## config.mk

```make
export PLATFORM = sky130hd
export DESIGN_NAME = wb_arbiter_flat
export DESIGN_NICKNAME = d
export VERILOG_FILES = /design/src/rtl/wb_arbiter_if.sv /design/src/rtl/wb_arbiter.sv /design/src/flat_wrapper.sv
export SDC_FILE = /design/constraint.sdc
export NUM_CORES = 1
export LEC_CHECK = 0
export BUFFER_PORTS_ARGS = -buffer_cell sky130_fd_sc_hd__buf_2
export CAP_MARGIN = 30
export CORE_UTILIZATION = 30
export CTS_BUF_LIST = sky130_fd_sc_hd__clkbuf_4 sky130_fd_sc_hd__clkbuf_8
export CTS_CLUSTER_SIZE = 30
export DETAILED_ROUTE_END_ITERATION = 6
export GPL_TIMING_DRIVEN = 0
export SLEW_MARGIN = 20
export SYNTH_ARGS = -nofsm -noshare
export SYNTH_HDL_FRONTEND = slang
export SYNTH_SLANG_ARGS = --single-unit
export TNS_END_PERCENT = 50
```

## constraint.sdc

```tcl
create_clock -name clk -period 2.45 [get_ports clk]
set_clock_uncertainty 0.15 [all_clocks]
set_input_delay 0 -clock clk [delete_from_list [all_inputs] [get_ports clk]]
set_output_delay 0 -clock clk [all_outputs]
set_load 0.02 [all_outputs]
```

## src/rtl/wb_arbiter_if.sv

```systemverilog
`default_nettype none
// ============================================================================
// wb_arbiter_if : register-file writeback arbiter bus bundle
// Rev 1.0
// ============================================================================
interface wb_arbiter_if #(
  parameter int DATA_W = 32,
  parameter int ADDR_W = 5
);
  // Pipeline writeback
  logic              pipe_we;
  logic [ADDR_W-1:0] pipe_waddr;
  logic [DATA_W-1:0] pipe_wdata;
  // Long-latency issue / scoreboard
  logic              issue_valid;
  logic [ADDR_W-1:0] issue_waddr;
  logic              issue_busy;
  // Long-latency result handshake
  logic              lu_valid;
  logic              lu_ready;
  logic [ADDR_W-1:0] lu_waddr;
  logic [DATA_W-1:0] lu_wdata;
  // Decode hazard checks
  logic [ADDR_W-1:0] chk_addr1;
  logic [ADDR_W-1:0] chk_addr2;
  logic              busy1;
  logic              busy2;
  logic              stall_req;
  // Register-file write port
  logic              we;
  logic [ADDR_W-1:0] waddr;
  logic [DATA_W-1:0] wdata;

  modport slave (
    input  pipe_we, pipe_waddr, pipe_wdata,
    input  issue_valid, issue_waddr,
    output issue_busy,
    input  lu_valid, lu_waddr, lu_wdata,
    output lu_ready,
    input  chk_addr1, chk_addr2,
    output busy1, busy2, stall_req,
    output we, waddr, wdata
  );

  modport master (
    output pipe_we, pipe_waddr, pipe_wdata,
    output issue_valid, issue_waddr,
    input  issue_busy,
    output lu_valid, lu_waddr, lu_wdata,
    input  lu_ready,
    output chk_addr1, chk_addr2,
    input  busy1, busy2, stall_req,
    input  we, waddr, wdata
  );
endinterface
`default_nettype wire

```

## src/rtl/wb_arbiter.sv

```systemverilog
`default_nettype none
// ============================================================================
// wb_arbiter : merges pipeline and long-latency writebacks onto one write port
// Rev 1.0
// ============================================================================
module wb_arbiter #(
  parameter int DATA_W  = 32,
  parameter int ADDR_W  = 5,
  parameter int REG_NUM = 32
) (
  input  logic         clk,
  input  logic         rst,
  wb_arbiter_if.slave  bus
);

  typedef enum logic [0:0] {
    ST_EMPTY = 1'b0,
    ST_FULL  = 1'b1
  } state_e;

  state_e              state_q;
  logic [ADDR_W-1:0]   hold_addr_q;
  logic [DATA_W-1:0]   hold_data_q;
  logic                we_q;
  logic [ADDR_W-1:0]   waddr_q;
  logic [DATA_W-1:0]   wdata_q;
  logic [REG_NUM-1:0]  busy_q;
  logic [REG_NUM-1:0]  busy_d;

  logic                w_pipe_eff;
  logic                w_lu_take;
  logic                w_lu_nz;
  logic                w_issue_busy;
  logic                w_issue_ok;
  logic                w_clr_en;
  logic [ADDR_W-1:0]   w_clr_addr;

  always_comb begin
    w_pipe_eff   = bus.pipe_we && (bus.pipe_waddr != '0);
    w_lu_take    = bus.lu_valid && (state_q == ST_EMPTY);
    w_lu_nz      = (bus.lu_waddr != '0);
    w_issue_busy = busy_q[bus.issue_waddr];
    w_issue_ok   = bus.issue_valid && (bus.issue_waddr != '0) && !w_issue_busy;

    // The scoreboard entry clears on the edge its result reaches the write port.
    w_clr_en   = 1'b0;
    w_clr_addr = '0;
    if (!w_pipe_eff) begin
      if (state_q == ST_FULL) begin
        w_clr_en   = 1'b1;
        w_clr_addr = hold_addr_q;
      end else if (w_lu_take && w_lu_nz) begin
        w_clr_en   = 1'b1;
        w_clr_addr = bus.lu_waddr;
      end
    end
  end

  always_comb begin
    busy_d = busy_q;
    if (w_clr_en) begin
      busy_d[w_clr_addr] = 1'b0;
    end
    if (w_issue_ok) begin
      busy_d[bus.issue_waddr] = 1'b1;
    end
    busy_d[0] = 1'b0;
  end

  always_ff @(posedge clk) begin
    if (rst) begin
      busy_q <= '0;
    end else begin
      busy_q <= busy_d;
    end
  end

  // Priority: pipe > held result > direct long-latency result.
  always_ff @(posedge clk) begin
    if (rst) begin
      state_q     <= ST_EMPTY;
      hold_addr_q <= '0;
      hold_data_q <= '0;
      we_q        <= 1'b0;
      waddr_q     <= '0;
      wdata_q     <= '0;
    end else begin
      we_q <= 1'b0;
      if (w_pipe_eff) begin
        we_q    <= 1'b1;
        waddr_q <= bus.pipe_waddr;
        wdata_q <= bus.pipe_wdata;
      end else if (state_q == ST_FULL) begin
        we_q    <= 1'b1;
        waddr_q <= hold_addr_q;
        wdata_q <= hold_data_q;
      end else if (w_lu_take && w_lu_nz) begin
        we_q    <= 1'b1;
        waddr_q <= bus.lu_waddr;
        wdata_q <= bus.lu_wdata;
      end

      case (state_q)
        ST_EMPTY: begin
          // A result for r0 is accepted and dropped, so it never occupies the buffer.
          if (w_lu_take && w_lu_nz && w_pipe_eff) begin
            hold_addr_q <= bus.lu_waddr;
            hold_data_q <= bus.lu_wdata;
            state_q     <= ST_FULL;
          end
        end
        ST_FULL: begin
          if (!w_pipe_eff) begin
            state_q <= ST_EMPTY;
          end
        end
        default: state_q <= ST_EMPTY;
      endcase
    end
  end

  assign bus.we         = we_q;
  assign bus.waddr      = waddr_q;
  assign bus.wdata      = wdata_q;
  assign bus.lu_ready   = (state_q == ST_EMPTY);
  assign bus.stall_req  = (state_q == ST_FULL);
  assign bus.issue_busy = w_issue_busy;
  assign bus.busy1      = busy_q[bus.chk_addr1];
  assign bus.busy2      = busy_q[bus.chk_addr2];

endmodule
`default_nettype wire

```

## src/flat_wrapper.sv

```systemverilog
// flat-port wrapper written by rule: the top's interface ports become plain ports
module wb_arbiter_flat 
#(
  parameter int DATA_W  = 32,
  parameter int ADDR_W  = 5,
  parameter int REG_NUM = 32
)
  (clk, rst, bus_pipe_we, bus_pipe_waddr, bus_pipe_wdata, bus_issue_valid, bus_issue_waddr, bus_issue_busy, bus_lu_valid, bus_lu_waddr, bus_lu_wdata, bus_lu_ready, bus_chk_addr1, bus_chk_addr2, bus_busy1, bus_busy2, bus_stall_req, bus_we, bus_waddr, bus_wdata);
  wb_arbiter_if #(.DATA_W(DATA_W), .ADDR_W(ADDR_W)) bus_i ();
  input  logic clk;
  input  logic rst;
  input wire logic [$bits(bus_i.pipe_we)-1:0] bus_pipe_we;
  input wire logic [$bits(bus_i.pipe_waddr)-1:0] bus_pipe_waddr;
  input wire logic [$bits(bus_i.pipe_wdata)-1:0] bus_pipe_wdata;
  input wire logic [$bits(bus_i.issue_valid)-1:0] bus_issue_valid;
  input wire logic [$bits(bus_i.issue_waddr)-1:0] bus_issue_waddr;
  output wire logic [$bits(bus_i.issue_busy)-1:0] bus_issue_busy;
  input wire logic [$bits(bus_i.lu_valid)-1:0] bus_lu_valid;
  input wire logic [$bits(bus_i.lu_waddr)-1:0] bus_lu_waddr;
  input wire logic [$bits(bus_i.lu_wdata)-1:0] bus_lu_wdata;
  output wire logic [$bits(bus_i.lu_ready)-1:0] bus_lu_ready;
  input wire logic [$bits(bus_i.chk_addr1)-1:0] bus_chk_addr1;
  input wire logic [$bits(bus_i.chk_addr2)-1:0] bus_chk_addr2;
  output wire logic [$bits(bus_i.busy1)-1:0] bus_busy1;
  output wire logic [$bits(bus_i.busy2)-1:0] bus_busy2;
  output wire logic [$bits(bus_i.stall_req)-1:0] bus_stall_req;
  output wire logic [$bits(bus_i.we)-1:0] bus_we;
  output wire logic [$bits(bus_i.waddr)-1:0] bus_waddr;
  output wire logic [$bits(bus_i.wdata)-1:0] bus_wdata;
  assign bus_i.pipe_we = bus_pipe_we;
  assign bus_i.pipe_waddr = bus_pipe_waddr;
  assign bus_i.pipe_wdata = bus_pipe_wdata;
  assign bus_i.issue_valid = bus_issue_valid;
  assign bus_i.issue_waddr = bus_issue_waddr;
  assign bus_issue_busy = bus_i.issue_busy;
  assign bus_i.lu_valid = bus_lu_valid;
  assign bus_i.lu_waddr = bus_lu_waddr;
  assign bus_i.lu_wdata = bus_lu_wdata;
  assign bus_lu_ready = bus_i.lu_ready;
  assign bus_i.chk_addr1 = bus_chk_addr1;
  assign bus_i.chk_addr2 = bus_chk_addr2;
  assign bus_busy1 = bus_i.busy1;
  assign bus_busy2 = bus_i.busy2;
  assign bus_stall_req = bus_i.stall_req;
  assign bus_we = bus_i.we;
  assign bus_waddr = bus_i.waddr;
  assign bus_wdata = bus_i.wdata;
  wb_arbiter #(.DATA_W(DATA_W), .ADDR_W(ADDR_W), .REG_NUM(REG_NUM)) u_core (.clk(clk), .rst(rst), .bus(bus_i));
endmodule
```

==> flow_summary.yaml, run 1 <==
status:
  outcome: "completed"
finish:
  layout_common_cells: "buf_2 (140), nand2_1 (126), dfxtp_1 (104)"
  nets: 954
  layout_commonest_cell: "buf_2"
  layout-drive-gt1-share_pct: 26.8
  syn2layout_area_growth_pct: 36.0
  post-route-cell-area_mm2: 0.00764
  antennaDiodeCount: 0
global_routing:
  grt_pass1_wl_um: 28800
  gr-total-overflow: 0
  grt_pass1_vias: 5528
  antenna_found_initial: 0
  grt_use_total_pct: 18.9
  grt_max_degree: 19
route:
  wl_per_cell_um: 16.7
  drcViolationCount: 0
  drt_iter0_markers: 303
  routed_wirelength_um: 18200
  viasPerCell: 5.10
  vias: 5574
  ant_nets: 0
  dr.pass1.iters: 6
clock_tree:
  clk_path_buf_depth: 2
  clock_sinks: 107
  clk_pin_slew_ns: 0.12
  clock_latency_ns: 0.39
  clock-root-buffer: "clkbuf_8"
  htreeDepth: 3
  cts_made_buffers: 9
  cts_tree: "done"
critical_path:
  crit_required_ns: 2.30
  critical_path.cell_chain: "mux4_2, nor3b_1, a31oi_1, nor2b_1, a2111o_1, buf_2"
  endpoint_kind: "output pin"
  r2r_slack_ns: 0.09
  startpoint_type: "register"
  r2r_end: "u_core.busy_q[9]"
  cp_slowest_cell: "mux4_2"
  cp.arrival_ns: 2.28
  startpoint: "u_core.busy_q[23]"
  critical-path-max-stage-delay_ns: 0.47
  crit_path_max_fanout: 4
  timing.rr.start: "u_core.busy_q[11]"
  criticalPathCategory: "reg2out"
  r2r_cells: 4
synth:
  yosys_warnings: 0
  synth_cells: 632
  netlist.area_leader.share_pct: 38.1
  yosysSeqAreaShare_pct: 38.1
  synth_compound_area_share_pct: 18.7
  ys_ff_latch: 107
  async_flop_share_pct: 0
  yosys.area_share.simple_pct: 15.8
  synth.area.top_cells: "dfxtp_1 (38%), nand2_1 (8.4%), mux2i_1 (8.2%), mux2_2 (7.4%), mux4_2 (7.2%)"
  synth_xor_area_share_pct: 0
  muxShareOfSynthArea_pct: 22.8
  syn-cell-area_mm2: 0.00562
  yosys.area.top_type: "dfxtp_1"
  ys.flop_type: "dfxtp_1"
  synth_top_family_by_area: "multiplexers"
  syn_area_per_cell_um2: 8.89
  synth_fa_ha_area_share_pct: 0
  synth_cell_types: 49
  synth_fp_nets: 726
  synth_edf_count: 0
power_and_ir_drop:
  irDropWorstVdd_uv: 365
  p_switching_w: 0.00118
  p_int_w: 0.00270
  pwr-share-comb_pct: 21.3
  p_per_area_mw_per_mm2: 507
  total_power_w: 0.00388
  clock_power_share_pct: 30.4
  p_leak_nw: 3.00
  switching_share_pct: 30.5
  pwr-share-seq_pct: 48.3
placed_design:
  io_buffers: 131
  gp_congestion: 0.913
  dpl_cell_area_mm2: 0.00656
  dp_slack_ns: 0.259
  dp_hpwl_um: 12800
sta:
  hold_viol_final: 0
  min_period_ns: 2.43
  slew_headroom_pct: 34.6
  setup_viol: 0
  slew_viol_final: 0
  rsz0062_at_grt: "yes"
  tns_ns: 0
  fin_crit_sh_pct: 99.3
  fin_ws_ns: 0.0172
  worst_slew_pin_slew_ns: 0.977
  fmax_mhz: 411
min_path:
  worst_hold_path_type: "in2reg"
  min_path_cells: 4
  hold_start: "bus_pipe_wdata[8]"
  hold_end: "u_core.bus.wdata[8]"
floorplanning:
  row_count: 49
  start_util_pct: 31.0
  dieArea_mm2: 0.0193
  die_w_um: 139
  io_pins: 137
  chipHeight_um: 139
  core_area_mm2: 0.0181
run:
  drv_cap: 0
[synth_stat cells (13+ instances only)]
| library cell | n |
|---|---|
| dfxtp_1 | 107 |
| mux2i_1 | 46 |
| mux2_2 | 37 |
| a21oi_1 | 45 |
| nand2_1 | 126 |
| nor2_1 | 19 |
| o21ai_0 | 45 |
| o21ai_1 | 26 |
| nand3_1 | 13 |
| mux4_2 | 18 |
| clkbuf_1 | 29 |
| o211ai_1 | 15 |
[final cells by class]
type | count | area, um2
Buffer | 43 | 219
Clock buffer | 10 | 131
Clock inverter | 6 | 71.3
Fill cell | 1814 | 10500
Inverter | 11 | 41.3
Multi-Input combinational cell | 471 | 3230
Sequential cell | 107 | 2150
Tap cell | 229 | 287
Timing Repair Buffer | 217 | 1520
[flip-flops by register name, indices dropped and copies added, names as in the netlist]
| name | count |
|---|---|
| u_core.bus.waddr | 5 |
| u_core.busy_q | 31 |
| u_core.bus.stall_req | 1 |
| u_core.hold_addr_q | 5 |
| u_core.bus.we | 1 |
| u_core.hold_data_q | 32 |
| u_core.bus.wdata | 32 |
[kinds of logic (layout without fill, tap and decap cells)]
| kind of cell | count (synthesis) | count (layout) |
|---|---|---|
| AO/OA/AOI/OAI | 173 | 173 |
| buffers and inverters | 54 | 287 |
| flip-flops | 107 | 107 |
| multiplexers | 101 | 101 |
| AND/OR/NAND/NOR | 197 | 197 |
[how the worst max path moves through the flow]
stage	endpoint	slack (ns)	cells after the start
CTS	bus_issue_busy	0.002	6
global route	bus_issue_busy	-0.07	6
detailed placement	u_core.busy_q[21]	0.26	5
global placement	u_core.busy_q[15]	0.23	7
floorplan	u_core.bus.wdata[23]	0.50	5
finish	bus_issue_busy	0.02	6
[what timing repair did]
action	4_1_cts	5_1_grt
endpoints found under the hold margin	99	0
buffers inserted	0	0
hold buffers	86	0
resized for setup	0	9
setup endpoints to repair	0	11
[routing by layer]
metal	global-route usage, %	wire length (um)	vias up
met5	0	0	-
met4	7.13	389	0
met3	4.35	1200	23
met2	31.8	8640	173
met1	23.4	8000	2620
li1	-	-	2758
[worst max-delay path: cells and delay by family, from the launching register on]
kind / cells / cell delay [ns]
flip-flops: 1 / 0.34
AO/OA/AOI/OAI: 2 / 0.68
buffers and inverters: 1 / 0.18
multiplexers: 1 / 0.47
AND/OR/NAND/NOR: 2 / 0.23
[power by group through the flow]
stage	sequential (W)	clock, W	combinational (W)
global placement	0.00191	0	0.000707
CTS	0.00187	0.00121	0.000820
finish	0.00187	0.00118	0.000825
floorplan	0.00197	0	0.000387
detailed placement	0.00191	0	0.000711
global route	0.00188	0.00126	0.000899
[stage by stage]
step | hold slack [ns] | std cells | utilization, %
after floorplan | -0.0414 | 632 | -
after global placement | 0.0457 | 992 | 36.2
after detailed placement | 0.0492 | 992 | 36.2
after CTS | 0.156 | 1094 | 42.0
after global routing | 0.180 | 1094 | 42.1
final | 0.173 | 1094 | 42.1
No activity file was read; power rests on OpenSTA's default activity.
==> run 2, diff against run 1 <==
--- a/config.mk
+++ b/config.mk
@@ -8,7 +8,7 @@
 export BUFFER_PORTS_ARGS = -buffer_cell sky130_fd_sc_hd__buf_2
 export CAP_MARGIN = 30
 export CORE_UTILIZATION = 30
-export CTS_BUF_LIST = sky130_fd_sc_hd__clkbuf_4 sky130_fd_sc_hd__clkbuf_8
+export CTS_BUF_LIST = sky130_fd_sc_hd__clkbuf_16
 export CTS_CLUSTER_SIZE = 30
 export DETAILED_ROUTE_END_ITERATION = 6
 export GPL_TIMING_DRIVEN = 0
@@ -16,4 +16,3 @@
 export SYNTH_ARGS = -nofsm -noshare
 export SYNTH_HDL_FRONTEND = slang
 export SYNTH_SLANG_ARGS = --single-unit
-export TNS_END_PERCENT = 50
==> flow_summary.yaml, run 2 (synthesized netlist as in run 1, its figures left out) <==
finish:
  utilization_pct: 42.6
  antennaDiodeCount: 0
  layout_commonest_cell: "buf_2"
  syn2layout_area_growth_pct: 37.5
  layout-drive-gt1-share_pct: 26.8
  layout_common_cells: "buf_2 (138), nand2_1 (126), dfxtp_1 (104)"
  fillerInstances: 1802
  nets: 952
clock_tree:
  clk_pin_slew_ns: 0.07
  cts_tree: "done"
  clk_path_buf_depth: 2
  clock-root-buffer: "clkbuf_16"
  clock_sinks: 107
  clock_latency_ns: 0.36
  cts_made_buffers: 9
  htreeDepth: 3
sta:
  fin_crit_sh_pct: 96.4
  hold_viol_final: 0
  setup_viol: 0
  slew_viol_final: 0
  tns_ns: 0
  fmax_mhz: 423
  rsz0062_at_grt: "no"
  slew_headroom_pct: 33.1
  worst_slew_pin_slew_ns: 0.999
  min_period_ns: 2.36
global_routing:
  grt_pass1_vias: 5515
  grt_use_total_pct: 18.9
  grt_max_degree: 19
  grt_pass1_wl_um: 28900
  antenna_found_initial: 0
  gr-total-overflow: 0
power_and_ir_drop:
  pwr-share-seq_pct: 44.3
  switching_share_pct: 29.0
  irDropWorstVdd_uv: 478
  clock_power_share_pct: 36.2
  p_per_area_mw_per_mm2: 547
  pwr-share-comb_pct: 19.5
  p_int_w: 0.00300
  p_leak_nw: 3.04
  p_switching_w: 0.00122
route:
  dr.pass1.iters: 6
  wl_per_cell_um: 16.7
  drt_iter0_markers: 346
  vias: 5584
  ant_nets: 0
  routed_wirelength_um: 18200
  drcViolationCount: 0
  viasPerCell: 5.11
min_path:
  worst_hold_path_type: "in2reg"
placed_design:
  dp_hpwl_um: 12800
  gp_congestion: 0.913
  io_buffers: 131
floorplanning:
  chipHeight_um: 139
  die_w_um: 139
  dieArea_mm2: 0.0193
  row_count: 49
  start_util_pct: 31.0
  io_pins: 137
  core_area_mm2: 0.0181
critical_path:
  criticalPathCategory: "reg2out"
  endpoint_kind: "output pin"
  startpoint_type: "register"
  crit_required_ns: 2.30
  crit_path_max_fanout: 4
  cp.arrival_ns: 2.21
status:
  outcome: "completed"
run:
  drv_cap: 0
-- run 2: through the flow --
| stage | instances | hold WS, ns | instance area [um2] | worst slack (ns) | total power, W |
|---|---|---|---|---|---|
| detailed placement | 992 | 0.0492 | 6560 | 0.259 | 0.00262 |
| CTS | 1093 | 0.170 | 7710 | 0.0499 | 0.00425 |
| finish | 1092 | 0.193 | 7720 | 0.0878 | 0.00422 |
| floorplan | 632 | -0.0414 | 5620 | 0.500 | 0.00235 |
| global route | 1092 | 0.218 | 7720 | 0.0242 | 0.00440 |
| global placement | 992 | 0.0457 | 6560 | 0.225 | 0.00262 |
-- run 2: metal layers --
layer,vias to the layer above,GRT usage (%),routed length (um)
li1,2758,-,-
met1,2641,23.4,8160
met2,168,31.8,8750
met3,17,4.59,1050
met4,0,6.96,246
met5,-,0,0
-- run 2: area by class of cell --
cell class | count | area [um2] | area share [%]
Sequential cell | 107 | 2150 | 27.8
Tap cell | 229 | 287 | 3.71
Clock inverter | 7 | 75.1 | 0.972
Inverter | 11 | 41.3 | 0.534
Clock buffer | 9 | 225 | 2.92
Multi-Input combinational cell | 471 | 3230 | 41.8
Buffer | 43 | 221 | 2.87
Timing Repair Buffer | 215 | 1500 | 19.4
-- run 2: worst max-delay path: stages, from the launching register on --
cell and delay [ns]:
dfxtp_2 0.33, mux4_2 0.47, nor3b_1 0.15, a31oi_1 0.27
nor2b_1 0.08, a2111o_1 0.38, buf_4 0.17
-- run 2: path summary, 6_finish.rpt --
path / slack, ns / depth (start not counted) / endpoint / startpoint
worst max-delay path: 0.09 / 6 / bus_issue_busy / u_core.busy_q[23]
worst min-delay path: 0.19 / 4 / u_core.busy_q[7] / bus_issue_waddr[0]
worst max register to register: 0.23 / 5 / u_core.bus.wdata[11] / u_core.bus.stall_req
worst min register to register: 0.31 / 2 / u_core.hold_data_q[24] / u_core.hold_data_q[24]
-- run 2: power groups by stage --
stage / sequential [W] / clock, W / combinational [W]
after floorplan: 0.00197 / 0 / 0.000387
after CTS: 0.00187 / 0.00157 / 0.000819
after global placement: 0.00191 / 0 / 0.000707
after detailed placement: 0.00191 / 0 / 0.000711
final: 0.00187 / 0.00153 / 0.000825
after global routing: 0.00188 / 0.00162 / 0.000899
-- run 2: what timing repair did --
| item | CTS | global route |
|---|---|---|
| resized for setup | 0 | 10 |
| hold buffers | 85 | 0 |
| setup endpoints to repair | 0 | 15 |
| setup buffers | 0 | 0 |
| hold endpoints to repair | 92 | 0 |
